File: config.mk
export PLATFORM = sky130hd
export DESIGN_NAME = uart_tx
export DESIGN_NICKNAME = d
export VERILOG_FILES = /design/src/rtl/uart_tx.sv
export SDC_FILE = /design/constraint.sdc
export NUM_CORES = 1
export LEC_CHECK = 0
export CORE_MARGIN = 4
export CORE_UTILIZATION = 56
export CTS_BUF_LIST = sky130_fd_sc_hd__clkbuf_4
export DETAILED_ROUTE_END_ITERATION = 10
export PLACE_DENSITY = 0.8
export SLEW_MARGIN = 25
export SYNTH_ARGS = -nofsm -noshare
export SYNTH_HDL_FRONTEND = slang
export SYNTH_SLANG_ARGS = --single-unit
export TNS_END_PERCENT = 5
File: constraint.sdc
create_clock -name clk -period 1.85 [get_ports clk]
set_input_delay 0.555 -clock clk [delete_from_list [all_inputs] [get_ports clk]]
set_output_delay 0.555 -clock clk [all_outputs]
set_load 0.01 [all_outputs]
File: src/rtl/uart_tx.sv
// uart_tx: serial UART transmitter with a valid/ready byte interface.
// Frame layout: start bit, DATA_BITS data bits LSB-first, optional parity, STOP_BITS stop bits.
// Bit timing is a clk-cycle counter, so the serial line shares clk with the receiver.
// Build option: define UART_TX_PARITY_EN to insert a parity bit after the data bits.
module uart_tx #(
  parameter int unsigned CLKS_PER_BIT = 20,
  parameter int unsigned DATA_BITS    = 8,
  parameter int unsigned STOP_BITS    = 1,
  parameter bit          PARITY_ODD   = 1'b0
) (
  input  logic                 clk,
  input  logic                 rst,
  input  logic [DATA_BITS-1:0] tx_data,
  input  logic                 tx_valid,
  output logic                 tx_ready,
  output logic                 tx,
  output logic                 busy,
  output logic                 done
);

  localparam int unsigned BAUD_W = (CLKS_PER_BIT > 2) ? $clog2(CLKS_PER_BIT) : 1;
  localparam logic [BAUD_W-1:0] BAUD_LAST = BAUD_W'(CLKS_PER_BIT - 1);
  localparam logic [2:0]        DATA_LAST = 3'(DATA_BITS - 1);
  localparam logic [2:0]        STOP_LAST = 3'(STOP_BITS - 1);

  // Reject illegal parameterisations at elaboration time.
  if (CLKS_PER_BIT < 2 || DATA_BITS < 5 || DATA_BITS > 8 ||
      (STOP_BITS != 1 && STOP_BITS != 2) || PARITY_ODD > 1'b1) begin : g_bad_param
    $error("uart_tx: illegal parameter combination");
  end

  typedef enum logic [2:0] {
    S_IDLE,
    S_START,
    S_DATA,
`ifdef UART_TX_PARITY_EN
    S_PARITY,
`endif
    S_STOP
  } state_t;

  state_t               state;
  logic [BAUD_W-1:0]    baud_cnt;
  logic [2:0]           bit_cnt;
  logic [DATA_BITS-1:0] shreg;
  logic                 bit_end;
`ifdef UART_TX_PARITY_EN
  logic                 parity_bit;
`endif

  // End of the current serial bit period.
  always_comb begin
    bit_end = (baud_cnt == BAUD_LAST);
  end

  // Handshake status decoded from the registered state only.
  always_comb begin
    tx_ready = (state == S_IDLE);
    busy     = (state != S_IDLE);
  end

  // Frame sequencer; tx and done are registered so the line never glitches.
  always_ff @(posedge clk or negedge rst) begin
    if (!rst) begin
      state      <= S_IDLE;
      baud_cnt   <= '0;
      bit_cnt    <= '0;
      shreg      <= '0;
      tx         <= 1'b1;
      done       <= 1'b0;
`ifdef UART_TX_PARITY_EN
      parity_bit <= 1'b0;
`endif
    end else begin
      done <= 1'b0;
      case (state)
        S_IDLE: begin
          baud_cnt <= '0;
          bit_cnt  <= '0;
          tx       <= 1'b1;
          if (tx_valid) begin
            shreg      <= tx_data;
`ifdef UART_TX_PARITY_EN
            parity_bit <= (^tx_data) ^ PARITY_ODD;
`endif
            tx         <= 1'b0;
            state      <= S_START;
          end
        end

        S_START: begin
          if (bit_end) begin
            baud_cnt <= '0;
            bit_cnt  <= '0;
            tx       <= shreg[0];
            state    <= S_DATA;
          end else begin
            baud_cnt <= baud_cnt + 1'b1;
          end
        end

        // tx is loaded one bit ahead from shreg[1] because the shift lands on the same edge.
        S_DATA: begin
          if (bit_end) begin
            baud_cnt <= '0;
            shreg    <= {1'b0, shreg[DATA_BITS-1:1]};
            if (bit_cnt == DATA_LAST) begin
              bit_cnt <= '0;
`ifdef UART_TX_PARITY_EN
              tx      <= parity_bit;
              state   <= S_PARITY;
`else
              tx      <= 1'b1;
              state   <= S_STOP;
`endif
            end else begin
              bit_cnt <= bit_cnt + 1'b1;
              tx      <= shreg[1];
            end
          end else begin
            baud_cnt <= baud_cnt + 1'b1;
          end
        end

`ifdef UART_TX_PARITY_EN
        S_PARITY: begin
          if (bit_end) begin
            baud_cnt <= '0;
            tx       <= 1'b1;
            state    <= S_STOP;
          end else begin
            baud_cnt <= baud_cnt + 1'b1;
          end
        end
`endif

        // bit_cnt is reused to count stop bits.
        S_STOP: begin
          tx <= 1'b1;
          if (bit_end) begin
            baud_cnt <= '0;
            if (bit_cnt == STOP_LAST) begin
              bit_cnt <= '0;
              done    <= 1'b1;
              state   <= S_IDLE;
            end else begin
              bit_cnt <= bit_cnt + 1'b1;
            end
          end else begin
            baud_cnt <= baud_cnt + 1'b1;
          end
        end

        default: begin
          baud_cnt <= '0;
          bit_cnt  <= '0;
          tx       <= 1'b1;
          state    <= S_IDLE;
        end
      endcase
    end
  end

endmodule

==> run metrics, run 1 <==
status=finished, final reports clean; via count=891; power density over the cells=520 nW/µm²; largest net degree at the start of global routing=21; clk_lat worst skew=320 ps; first-pass GRT wire length=4000 µm; XOR/XNOR share of the synthesized area=0.0161; critical path data required time=1290 ps; Initial Util=0.608; post-synthesis mux area share=0.0496; P_int=557 µW; Antenna Nets Post-Route=0; Root Driver=clkbuf_4; Rows=15; Die Y=52.0 µm; post-route insts no fill=155; CP Max Fanout=3; overall power=711 µW; Peak VDD IR=0.000584 V; Seq pwr share=0.614; Fin. Hold Viols=0; worst r2r src=state[0]$_DFFE_PN0P_; final worst slack=27.8 ps; Achievable Freq=0.549 GHz; sequential area share after synthesis=0.463; Worst Tran Pin Value=255 ps; placed insts=149; Die Wd=52.0 µm; CTS tree=yes; Post-Place Setup Slack=-32.6 ps; initial antenna violation count=0; synthesized cell area=1080 µm²; reg2reg end=state[1]$_DFFE_PN0P_; Port Buffers=14; Synthesized Nets=125; Ys Warns=0; adder-cell area share of the yosys netlist=0.104; vias in the first global route=929; Post-Syn Instances=105; WL/cell=14.9 µm; GRT Overall Usage=0.200; DR iter-0 viols=17; post-synthesis area per instance=10.3 µm²; Die Area=2710 µm²; clock sinks=20; worst hold path class=flip-flop to flip-flop; hold path depth=1; fin nets=151; Area Overhead vs Synth=26.2%; Worst Skew=11.8 ps; DRC=0; Final Max Tran Viols=0; n_diodes=0; Rel. slew slack=0.830; Worst setup EP type=output pin; crit path DAT=1270 ps; CP startpoint kind=flip-flop; clock slew seen by the registers of the worst setup and hold paths=120 ps; Synth cell types=33; worst reg2reg path depth=7; Comb pwr share=0.045; most frequent cell after synthesis=dfrtp_1; Post-CTS Hold Fix Bufs=0; Inserted Clock Buffers=3; Compound-Gate Fraction of Synth Area=0.198; Final setup violation count=0; Ports=15; Synth area leaders=dfrtp_1 44%, ha_1 10%, o22ai_1 8.1%; RSZ-0062 raised after global routing=yes; via/cell ratio=5.75; Routed WL=2320 µm; #FFs+latches synth=20; Synth top area share=0.438; Synth Area in Simple Gates=0.122; hpwl dp=1700 µm; layout cells sized above 1=0.215; max cap viols=0; largest family of logic cells by synthesized area=compound AO/OA/AOI/OAI gates; Leakage=0.631 nW; Final period util=0.985; synth cell count leaders=19 x dfrtp_1, 14 x o22ai_1, 11 x a21oi_1, 9 x ha_1; sw frac=0.217; Reg2Reg Setup Slack=110 ps; NetSw=155 µW; fin crit period=1820 ps; CTS max path bufs=2; CP Class=flip-flop to output pin; Post-synth ARST share=1.00; cell taking the most area after synthesis=dfrtp_1; Routability Congestion=0.812; Post-synth EDFFs=0; DRT Pass-1 Iters=4; Hold Crit Endpoint=baud_cnt[0]$_DFF_PN0_; Top FF cell, synth=dfrtp_1; area of the core=1780 µm²; H-tree Lvls=1; Clock Power Share=0.341; Remaining Overflow, GRT=0; Min-Delay Startpoint=baud_cnt[0]$_DFF_PN0_
[metal layers]
layer | track usage | vias to the layer above | routed length, µm
met3 | 0.0344 | 6 | 77
li1 | - | 434 | -
met1 | 0.224 | 437 | 1000
met5 | 0 | - | 0
met4 | 0.0917 | 0 | 42
met2 | 0.364 | 14 | 1190
[state kept, by name, indices dropped and copies added, names as in the netlist]
name      cells
baud_cnt      5
bit_cnt       3
done          1
shreg         8
state         2
tx            1
[layout make-up]
class	count	area, µm²
well taps	25	31.3
fillers	140	414
clock buffers	4	30.0
repair buffers	25	219
flip-flops and latches	20	502
inverters	7	26.3
multi-input cells	74	561
[power groups by stage]
stage	clock, mW	sequential (mW)	combinational [mW]
after floorplan	0	0.446	0.000985
after global placement	0	0.445	0.0322
after detailed placement	0	0.445	0.0326
after CTS	0.234	0.437	0.0326
after global routing	0.257	0.437	0.0345
final	0.242	0.437	0.0320
[critical path, cell delays in order (launching register included)]
cell and delay, ps:
dfrtp_1 410, inv_2 100, ha_4 150, inv_1 30, dlygate4sd2_1 270
[layout by cell type, fill, tap and decap left out, types with 3 or more instances in the layout]
cell	instances
dfrtp_1	19
o22ai_1	14
a21oi_1	11
clkdlybuf4s50_1	11
buf_4	11
ha_1	7
nor2_1	6
inv_1	4
clkbuf_4	4
o21ai_0	3
nand2b_1	3
dlygate4sd2_1	3
[timing repair]
| item | 4_1_cts | 5_1_grt |
|---|---|---|
| setup buffers | 2 | 0 |
| endpoints found under the setup margin | 4 | 10 |
| pin swaps | 0 | 0 |
| gates resized for setup | 3 | 8 |
[metrics by stage]
stage	setup TNS [ps]	hold WS, ps	area [µm²]	util
final	0	486	1370	0.768
after global routing	-30.1	518	1370	0.768
after CTS	-26.5	486	1340	0.752
after detailed placement	-154	471	1300	0.728
after global placement	0	452	1300	0.728
after floorplan	0	259	1080	-
[worst max-delay path by stage]
stage                                      from                    to
after floorplan           baud_cnt[0]$_DFF_PN0_  state[1]$_DFFE_PN0P_
after global placement                 tx_valid  shreg[1]$_DFFE_PN0P_
after detailed placement               tx_valid  shreg[1]$_DFFE_PN0P_
after CTS                  state[1]$_DFFE_PN0P_                  busy
after global routing       state[1]$_DFFE_PN0P_                  busy
final                      state[0]$_DFFE_PN0P_                  busy
[cell families (layout without fill, tap and decap cells)]
group / Yosys count / after routing
simple gates: 23 / 23
xor+xnor: 2 / 2
flops: 20 / 20
fa+ha+maj: 9 / 9
mux: 5 / 5
buf+inv: 11 / 36
compound gates: 35 / 35
No activity file was read; power rests on OpenSTA's default activity.
==> inputs of run 2 (changes only) <==
--- a/config.mk
+++ b/config.mk
@@ -8,6 +8,7 @@
 export CORE_MARGIN = 4
 export CORE_UTILIZATION = 56
 export CTS_BUF_LIST = sky130_fd_sc_hd__clkbuf_4
+export CTS_CLUSTER_DIAMETER = 80
 export DETAILED_ROUTE_END_ITERATION = 10
 export PLACE_DENSITY = 0.8
 export SLEW_MARGIN = 25
==> results of run 2 <==
The final DEF is identical to that of run 1; final timing and power are the same.
